[src/rtl/tile_dispatch_scheduler.sv]
// tile_dispatch_scheduler: walks an image in BLK x BLK tiles in raster order,
// hands each tile to one of N_ENG identical engines by round-robin, counts
// completions and pulses img_done once every tile has been processed.
module tile_dispatch_scheduler #(
  parameter int IMG_H = 480,
  parameter int IMG_W = 640,
  parameter int BLK   = 8,
  parameter int N_ENG = 2,
  localparam int TR = IMG_H / BLK,
  localparam int TC = IMG_W / BLK,
  localparam int NT = TR * TC,
  localparam int RW = $clog2(TR),
  localparam int CW = $clog2(TC),
  localparam int NW = $clog2(NT + 1)
) (
  input  logic             clk,
  input  logic             rst,
  input  logic             start_img,
  input  logic [N_ENG-1:0] eng_done,
  output logic [N_ENG-1:0] eng_start,
  output logic [RW-1:0]    eng_row,
  output logic [CW-1:0]    eng_col,
  output logic             busy,
  output logic             img_done,
  output logic [NW-1:0]    tiles_issued,
  output logic [NW-1:0]    tiles_done,
  output logic             err
);

  localparam int EW = (N_ENG > 1) ? $clog2(N_ENG) : 1;

  typedef enum logic [1:0] {
    S_IDLE,
    S_DISPATCH,
    S_DRAIN,
    S_DONE
  } state_t;

  state_t           state;
  state_t           state_nx;
  logic [N_ENG-1:0] owned;
  logic [EW-1:0]    rr;
  logic [RW-1:0]    row_ptr;
  logic [CW-1:0]    col_ptr;
  logic             grant_vld;
  logic [EW-1:0]    grant_idx;
  logic [N_ENG-1:0] grant_oh;
  logic [N_ENG-1:0] done_ok;
  logic [N_ENG-1:0] done_bad;
  logic             last_tile;
  logic             accept_start;

  // Engine index k steps past the round-robin pointer, wrapped to N_ENG.
  function automatic int rr_idx(input int base, input int k);
    return (base + k) % N_ENG;
  endfunction

  assign accept_start = (state == S_IDLE) && start_img;
  // A done only counts when that engine actually holds a tile.
  assign done_ok      = eng_done & owned;
  assign done_bad     = eng_done & ~owned;
  assign last_tile    = (tiles_issued == NW'(NT - 1));

  // State register.
  // NOTE: sequential state uses non-blocking assignments so every register
  // samples pre-edge values, independent of block ordering.
  always_ff @(posedge clk or posedge rst) begin
    if (rst) state <= S_IDLE;
    else     state <= state_nx;
  end

  // Next-state logic.
  // NOTE: every combinational output gets a default first, so no path can
  // leave it unassigned and infer a latch.
  always_comb begin
    state_nx = state;
    unique case (state)
      S_IDLE:     if (start_img) state_nx = S_DISPATCH;
      S_DISPATCH: if (grant_vld && last_tile) state_nx = S_DRAIN;
      S_DRAIN:    if (tiles_done == NW'(NT)) state_nx = S_DONE;
      S_DONE:     state_nx = S_IDLE;
      default:    state_nx = S_IDLE;
    endcase
  end

  // Grant selection: first free engine searching from rr; ownership is the
  // registered view, so an engine freed on this edge is not reused on it.
  always_comb begin
    logic [EW-1:0] idx;
    grant_vld = 1'b0;
    grant_idx = '0;
    grant_oh  = '0;
    idx       = '0;
    if (state == S_DISPATCH) begin
      for (int k = 0; k < N_ENG; k++) begin
        idx = EW'(rr_idx(int'(rr), k));
        if (!grant_vld && !owned[idx]) begin
          grant_vld     = 1'b1;
          grant_idx     = idx;
          grant_oh[idx] = 1'b1;
        end
      end
    end
  end

  // Datapath and registered outputs: grants, pointers, ownership, counters.
  always_ff @(posedge clk or posedge rst) begin
    if (rst) begin
      eng_start    <= '0;
      eng_row      <= '0;
      eng_col      <= '0;
      busy         <= 1'b0;
      img_done     <= 1'b0;
      tiles_issued <= '0;
      tiles_done   <= '0;
      err          <= 1'b0;
      owned        <= '0;
      rr           <= '0;
      row_ptr      <= '0;
      col_ptr      <= '0;
    end else begin
      eng_start  <= grant_oh;
      busy       <= (state_nx != S_IDLE);
      img_done   <= (state == S_DONE);
      owned      <= (owned & ~done_ok) | grant_oh;
      tiles_done <= tiles_done + NW'($countones(done_ok));
      if (|done_bad) err <= 1'b1;

      if (grant_vld) begin
        eng_row      <= row_ptr;
        eng_col      <= col_ptr;
        rr           <= EW'(rr_idx(int'(grant_idx), 1));
        tiles_issued <= tiles_issued + NW'(1);
        if (col_ptr == CW'(TC - 1)) begin
          col_ptr <= '0;
          row_ptr <= row_ptr + RW'(1);
        end else begin
          col_ptr <= col_ptr + CW'(1);
        end
      end

      // A new image wipes all per-image bookkeeping, including a pending err.
      if (accept_start) begin
        tiles_issued <= '0;
        tiles_done   <= '0;
        err          <= 1'b0;
        owned        <= '0;
        rr           <= '0;
        row_ptr      <= '0;
        col_ptr      <= '0;
      end
    end
  end

endmodule

[config.mk]
export PLATFORM = sky130hd
export DESIGN_NAME = tile_dispatch_scheduler
export DESIGN_NICKNAME = d
export VERILOG_FILES = /design/src/rtl/tile_dispatch_scheduler.sv
export SDC_FILE = /design/constraint.sdc
export NUM_CORES = 1
export LEC_CHECK = 0
export BUFFER_PORTS_ARGS = -buffer_cell sky130_fd_sc_hd__buf_4
export CAP_MARGIN = 5
export CORE_MARGIN = 2
export CORE_UTILIZATION = 56
export CTS_CLUSTER_SIZE = 14
export DETAILED_ROUTE_END_ITERATION = 8
export GPL_ROUTABILITY_DRIVEN = 0
export HOLD_SLACK_MARGIN = 0.03
export PLACE_DENSITY = 0.76
export SYNTH_ARGS = -nofsm -noshare
export SYNTH_HDL_FRONTEND = slang
export SYNTH_SLANG_ARGS = --single-unit
[constraint.sdc]
create_clock -name clk -period 3.11 [get_ports clk]
set_clock_uncertainty 0.1 [all_clocks]
set_input_delay 0.4665 -clock clk [delete_from_list [all_inputs] [get_ports clk]]
set_output_delay 0.4665 -clock clk [all_outputs]
set_load 0.01 [all_outputs]
### Word-level counts from Yosys, hierarchy flattened

Index checks and enable logic that the tools add are counted.

* bits in registers: 62
* input bits: 5
* output and inout bits: 44
* word-level logic and storage cells: 88

* $add $sub $neg: 7
* order comparisons: 4
* equality and inequality tests: 6
* muxes and demuxes: 37
* bitwise operators: 7
* reductions and logical operators: 14

Operators by type and width (count)
* $mux 13: 3
* $eq 13x13->1 const B: 2
* $mux 7: 3
* $mux 6: 3
* $mux 1: 17
* $mux 2: 8
* $add 13x1->13 const B: 1
* $add 13x2->13: 1
* $pmux 2 s4: 1
* $reduce_bool 2->1: 4
* $add 7x1->7 const B: 1
* $eq 7x7->1 const B: 1
* $add 6x1->6 const B: 1
* $and 2x2->2: 3
* $logic_and 1x1->1: 5
* $eq 2x2->1 const B: 2
* $lt 1x2->1 const B: 2
* $not 2->2: 2
* $or 2x2->2: 2
* $add 1x1->1 const B: 2
* $add 1x1->2: 1
* $demux 1 s1: 2
* $eq 2x1->1 const B: 1
* $ge 1x1->1 const B: 2
* other kinds (4): 5

### Depth between registers and ports, before layout

Gate-level depths: netlist of run 1.

* depth after elaboration: 12
* mapped depth: 9
* mapped depth without buffers: 8

### Worst setup path after synthesis of run 1

OpenSTA, ideal clock, no wires.

* kind: register to register
* start: register owned[0]
* end: register tiles_done[12]
* library setup time: 78 ps
* arrival: 1995 ps
* data required time: 2932 ps
* path slack: 937 ps
* cell stages (with the launch flop): 10
* path buffers: 1
* period minus slack after synthesis: 2173 ps
* cells stage by stage: dfrtp_1 -> clkbuf_1 -> nand2_1 -> fa_1 -> inv_1 -> ha_1 -> and2_1 -> nand3_1 -> or3_1 -> a21oi_1

* cells in the longest elaborated chain, start to end: 4

RTL lines
* start, declared: line 41 `logic [N_ENG-1:0] owned;`
* start signal, assigned: line 125 `owned <= (owned & ~done_ok) | grant_oh;`
* $and 2x2->2: line 60 `assign done_ok = eng_done & owned;`
* $add 1x1->2 (implied by the code): line 126 `tiles_done <= tiles_done + NW'($countones(done_ok));`
* $add 13x2->13: line 126
* $mux 13: line 143 `if (accept_start) begin`
* end signal, assigned: line 126
* end, declared: line 26 `output logic [NW-1:0] tiles_done,`

Every way passes these cells.
A chain may end at the register's enable or synchronous reset.

### Final worst setup path of run 1

Same ends and word-level chain as after synthesis.

==> results_dict.tcl, run 1 <==
set metrics [dict create \
    status "finished, final reports clean" \
    min_period_ps 2240 \
    setup_viol 0 \
    rrSetupSlack_ps 870 \
    htreeDepth 3 \
    hpwl_mm 4.15 \
    cp-end-kind "flip-flop" \
    holdWs_ps 250 \
    cts_tree "yes" \
    yosysTopAreaCellShare_pct 52.7 \
    syn-cell-area_um2 2940 \
    antenna_found_initial 0 \
    postSynth.asyncResetShare_pct 100 \
    drtIter0Drc 174 \
    floorplan.die_area_um2 5850 \
    start_util_pct 58.0 \
    post-cts-setup-buffers 0 \
    core_um2 5070 \
    vias_per_cell 5.59 \
    rr_worst_depth 8 \
    synth.cells.most_frequent "62 x dfrtp_1, 57 x nand2_1, 23 x nor2_1" \
    grt_max_degree 63 \
    wl_mm 6.17 \
    yosysTopAreaCell "dfrtp_1" \
    drc 0 \
    drv_cap 0 \
    drtPass1Iterations 4 \
    clock_path_buffers 2 \
    wl_per_cell_um 14.3 \
    grt_setup_unrepaired "no" \
    std_cell_rows 26 \
    startpoint_type "flip-flop" \
    syn_to_final_growth_pct 20.8 \
    drv_slew 0 \
    r2r_end "tiles_done[12]$_DFF_PP0_" \
    crit_type "reg2reg" \
    track_usage_pct 22.7 \
    tightest_slew_ps 774 \
    p_leak_nw 1.63 \
    required_ps 3260 \
    synth_edf_count 0 \
    cts_root_buf "clkbuf_8" \
    yosysSeqAreaShare_pct 52.7 \
    ios 49 \
    syn_avg_cell_area_um2 9.72 \
    nets 366 \
    ir_drop_uv 538 \
    clk_pin_slew_ps 70 \
    synth-main-ff-cell "dfrtp_1" \
    final_core_util_pct 70.1 \
    io_buffers 48 \
    crit_fanout 7 \
    hold_viol 0 \
    r2r-start "owned[0]$_DFF_PP0_" \
    fin_setup_tns_ps 0 \
    first_global_vias 2284 \
    num_vias 2403 \
    num_antenna_cells 0 \
    grt_pass1_wl_mm 10.6 \
    syn_inst 303 \
    relSlewSlack_pct 48.4 \
    antenna_left 0 \
    yosys-top-cells-area "dfrtp_1 53%, nand2_1 7.3%, xor2_1 3.3%, a21oi_1 3.2%, nor2_1 2.9%" \
    synth_seq_cells 62 \
    numClockSinks 62 \
    drive_gt1_share_pct 22.2 \
    arrival_ps 2390 \
    fp.dieH_um 76.5 \
    cts_buffers 9 \
    min_period_over_period_pct 72.0 \
    hold_path_class "in2async" \
    yosysMostFrequentCell "dfrtp_1" \
    cts_hold_buf 0 \
    n_fill_cell 410 \
    synth_cell_type_count 44 \
    max_freq_ghz 0.447 \
    crit_path_end "tiles_done[12]$_DFF_PP0_" \
    clk_latency_ps 330 \
    fp.dieW_um 76.5 \
    post_cts_resized 0 \
    grt-ovfl-total 0 \
    power_density_nw_per_um2 1010 \
    synth_nets 313 \
    ys_warn_count 0 \
    crit_path_start "owned[0]$_DFF_PP0_" \
    power.total_mw 3.59 \
]
[routing by layer]
| layer | GRT usage [%] | wire [um] | vias up |
|---|---|---|---|
| li1 | - | - | 1159 |
| met1 | 30.0 | 2880 | 1174 |
| met2 | 36.2 | 2950 | 64 |
| met3 | 6.52 | 281 | 6 |
| met4 | 8.00 | 60 | 0 |
| met5 | 0 | 0 | - |
[stage by stage]
| step | setup WS [ps] | area [um2] | instances |
|---|---|---|---|
| 4_1_cts | 876 | 3560 | 430 |
| 5_1_grt | 709 | 3560 | 430 |
| 6_report | 870 | 3560 | 430 |
| 2_1_floorplan | 937 | 2940 | 303 |
| 3_5_place_dp | 805 | 3370 | 415 |
| 3_3_place_gp | 856 | 3370 | 415 |
[critical path, stage by stage (launching register included)]
cell and delay (ps):
dfrtp_1 460, nand2_1 110, fa_1 400, inv_1 90
ha_1 200, and2_1 200, nand3_1 110, or3_1 360
a21oi_1 140
[layout by cell type (no fill, tap or decap), types with 2 or more instances in the layout]
cell,instances
xor2_1,11
a31o_2,2
nand3_1,16
nand2_1,57
xnor2_1,6
inv_1,7
clkinv_2,4
nand3_4,2
nor3_1,5
o31ai_1,7
buf_4,53
nand2b_1,3
nor2_1,23
ha_1,4
or3_1,5
o21ai_0,7
a21oi_1,19
or4_1,8
and3_1,4
nor4_1,3
nand4_1,8
dfrtp_1,62
o21a_1,3
nor2b_1,3
and2_1,8
clkbuf_8,10
[registers in the layout, indices dropped and copies added, names as in the netlist]
register	cells
col_ptr	7
eng_start	2
row_ptr	6
tiles_done	13
eng_row	6
img_done	1
busy	1
rr	1
state	2
err	1
owned	2
tiles_issued	13
eng_col	7
[where the power goes]
part,switching [mW],total [mW],internal [mW]
clock,0.298,0.679,0.382
sequential,0.350,1.48,1.13
combinational,0.759,1.43,0.673
total,1.41,3.59,2.18
[area by class of cell]
class / instances / area (um2) / share of cell area, %
clock inverter: 5 / 50.0 / 1.41
inverter: 8 / 30.0 / 0.844
tap: 70 / 87.6 / 2.46
timing repair buffer: 53 / 398 / 11.2
multi-input combinational: 222 / 1300 / 36.6
sequential: 62 / 1550 / 43.6
clock buffer: 10 / 138 / 3.87
[worst min-delay path by stage]
stage                            from                endpoint  slack (ps)  cells after the start
6_report                          rst  eng_row[3]$_DFFE_PP0P_         250                      3
3_3_place_gp   eng_col[5]$_DFFE_PP0P_  eng_col[5]$_DFFE_PP0P_         360                      2
5_1_grt                           rst  eng_row[4]$_DFFE_PP0P_         320                      3
2_1_floorplan  row_ptr[5]$_DFFE_PP0P_  eng_row[5]$_DFFE_PP0P_         350                      2
3_5_place_dp   eng_col[5]$_DFFE_PP0P_  eng_col[5]$_DFFE_PP0P_         370                      2
4_1_cts                           rst  eng_row[1]$_DFFE_PP0P_         270                      3
[cell families (layout without fill, tap and decap cells)]
logic type	after synthesis	in the layout	synth area share [%]
AND/OR/NAND/NOR	155	155	27.3
AO/OA/AOI/OAI	44	44	9.18
multiplexers	1	1	0.340
adder cells (fa/ha/maj)	5	5	2.38
XOR/XNOR	17	17	5.06
buffers and inverters	19	76	3.06
flip-flops	62	62	52.7
No activity file was read; power rests on OpenSTA's default activity.
==> run 2, diff against run 1 <==
--- a/config.mk
+++ b/config.mk
@@ -8,12 +8,12 @@
 export BUFFER_PORTS_ARGS = -buffer_cell sky130_fd_sc_hd__buf_4
 export CAP_MARGIN = 5
 export CORE_MARGIN = 2
-export CORE_UTILIZATION = 56
+export CORE_UTILIZATION = 50
 export CTS_CLUSTER_SIZE = 14
 export DETAILED_ROUTE_END_ITERATION = 8
 export GPL_ROUTABILITY_DRIVEN = 0
 export HOLD_SLACK_MARGIN = 0.03
-export PLACE_DENSITY = 0.76
+export PLACE_DENSITY = 0.72
 export SYNTH_ARGS = -nofsm -noshare
 export SYNTH_HDL_FRONTEND = slang
 export SYNTH_SLANG_ARGS = --single-unit
==> constraint.sdc (replaced) <==
create_clock -name clk -period 1.9 [get_ports clk]
set_clock_uncertainty 0.1 [all_clocks]
set_input_delay 0.285 -clock clk [delete_from_list [all_inputs] [get_ports clk]]
set_output_delay 0.285 -clock clk [all_outputs]
set_load 0.01 [all_outputs]
==> results_dict.tcl, run 2 (synthesis results as in run 1) <==
set metrics [dict create \
    hold_viol 0 \
    floorplan.die_area_um2 6520 \
    final_cells 452 \
    numClockSinks 62 \
    drv_slew 0 \
    final_core_util_pct 67.4 \
    antenna_left 0 \
    clk_pin_slew_ps 70 \
    drtPass1Iterations 4 \
    dp_cells 430 \
    n_fill_cell 489 \
    nets 385 \
    drtIter0Drc 118 \
    hpwl_mm 4.36 \
    startpoint_type "flip-flop" \
    wl_per_cell_um 14.3 \
    tightest_slew_ps 358 \
    fin_area_um2 3780 \
    required_ps 2050 \
    first_global_vias 2353 \
    clk_latency_ps 330 \
    top_regs "tiles_done: 13 flops, tiles_issued: 13 flops" \
    mostFrequentLayoutCell "buf_4" \
    min_period_over_period_pct 101 \
    setup_viol 1 \
    max_freq_ghz 0.521 \
    mostFrequentLayoutCells "69 x buf_4, 62 x dfrtp_1, 55 x nand2_1, 23 x nor2_1, 18 x a21oi_1" \
    r2r-start "tiles_done[0]$_DFF_PP0_" \
    wl_mm 6.46 \
    grt_max_degree 63 \
    grt-ovfl-total 0 \
    ff_latch_area_um2 1550 \
    power_density_nw_per_um2 1630 \
    drv_cap 0 \
    rrSetupSlack_ps -20 \
    drc 0 \
    hold_path_class "in2reg" \
    grt_pass1_wl_mm 11.0 \
    drive_gt1_share_pct 28.7 \
    relSlewSlack_pct 75.5 \
    power.total_mw 6.16 \
    crit_path_start "tiles_done[0]$_DFF_PP0_" \
    htreeDepth 3 \
    cts_buffers 9 \
    pre_cts_slack_ps -37.0 \
    io_buffers 48 \
    fp.dieH_um 80.7 \
    arrival_ps 2070 \
    layout_setup_ws_ps -19.5 \
    antenna_found_initial 0 \
    syn_to_final_growth_pct 28.3 \
    multi_input_area_um2 1350 \
    fp.dieW_um 80.7 \
    num_antenna_cells 0 \
    grt_setup_unrepaired "yes" \
    std_cell_rows 27 \
    crit_type "reg2reg" \
    vias_per_cell 5.36 \
    ios 49 \
    ir_drop_uv 889 \
    num_vias 2421 \
    min_from "eng_done[0]" \
    track_usage_pct 22.0 \
    violations "negative setup slack" \
    p_leak_nw 1.72 \
    min_period_ps 1920 \
    cp-end-kind "flip-flop" \
    core_um2 5610 \
    status "finished, violations left" \
    clock_path_buffers 2 \
    crit_fanout 3 \
    start_util_pct 52.5 \
    placed_area_um2 3520 \
    cts_tree "yes" \
    cts_root_buf "clkbuf_8" \
]
[run 2: changes by cell type in the layout (fill, tap and decap cells not counted), sizes merged]
cell / delta
dlygate4sd3: +1
inv: -1
clkbuf: +3
clkinvlp: +2
bufinv: -1
buf: +18
clkinv: -2
[run 2: worst max-delay path: stages, from the launching register on]
cell     delay, ps
dfrtp_1        360
inv_1           60
fa_2           380
inv_2           80
ha_4           130
and2_4         150
nand3_2         70
or3_1          370
a21oi_2        130
[run 2: final cells by class]
class / instances / area share (%)
Tap cell: 72 / 2.38
Clock inverter: 3 / 0.464
Multi-Input combinational cell: 222 / 35.7
Sequential cell: 62 / 41.1
Clock buffer: 13 / 4.47
Inverter: 8 / 0.894
Timing Repair Buffer: 72 / 15.0
[run 2: path summary, 6_finish.rpt]
check,to,cells past startpoint
setup / recovery,tiles_done[12]$_DFF_PP0_,8
hold / removal,owned[0]$_DFF_PP0_,3
setup reg to reg,tiles_done[12]$_DFF_PP0_,8
hold reg to reg,eng_row[5]$_DFFE_PP0P_,2
max in group asynchronous,tiles_issued[5]$_DFFE_PP0P_,4
min in group asynchronous,tiles_issued[4]$_DFFE_PP0P_,4
[run 2: what timing repair did]
| action | in CTS | in global routing |
|---|---|---|
| resized for setup | 1 | 6 |
| buffers inserted | 1 | 4 |
| endpoints found under the setup margin | 1 | 5 |
| pin swaps | 3 | 5 |
| endpoints found under the hold margin | 62 | 0 |
| hold buffers | 1 | 0 |
[run 2: per-layer routing]
layer  vias to the layer above  GRT usage, %  wire, um
li1                       1206             -         -
met1                      1164          30.3      3110
met2                        47          34.0      3040
met3                         4          4.00       272
met4                         0          10.5        46
met5                         -             0         0
[run 2: power breakdown]
part	leakage (nW)	internal (mW)	total [mW]	switching (mW)
logic	0.917	1.34	2.77	1.43
registers	0.710	1.84	2.32	0.471
clock network	0.0954	0.577	1.07	0.497
total	1.72	3.77	6.16	2.39
[run 2: through the flow]
| step | hold WS [ps] | TNS (ps) |
|---|---|---|
| finish | 211 | -19.5 |
| global route | 219 | -99.2 |
| CTS | 201 | 0 |
| detailed placement | 302 | -37.0 |
| global placement | 299 | 0 |
| floorplan | 304 | -24.2 |
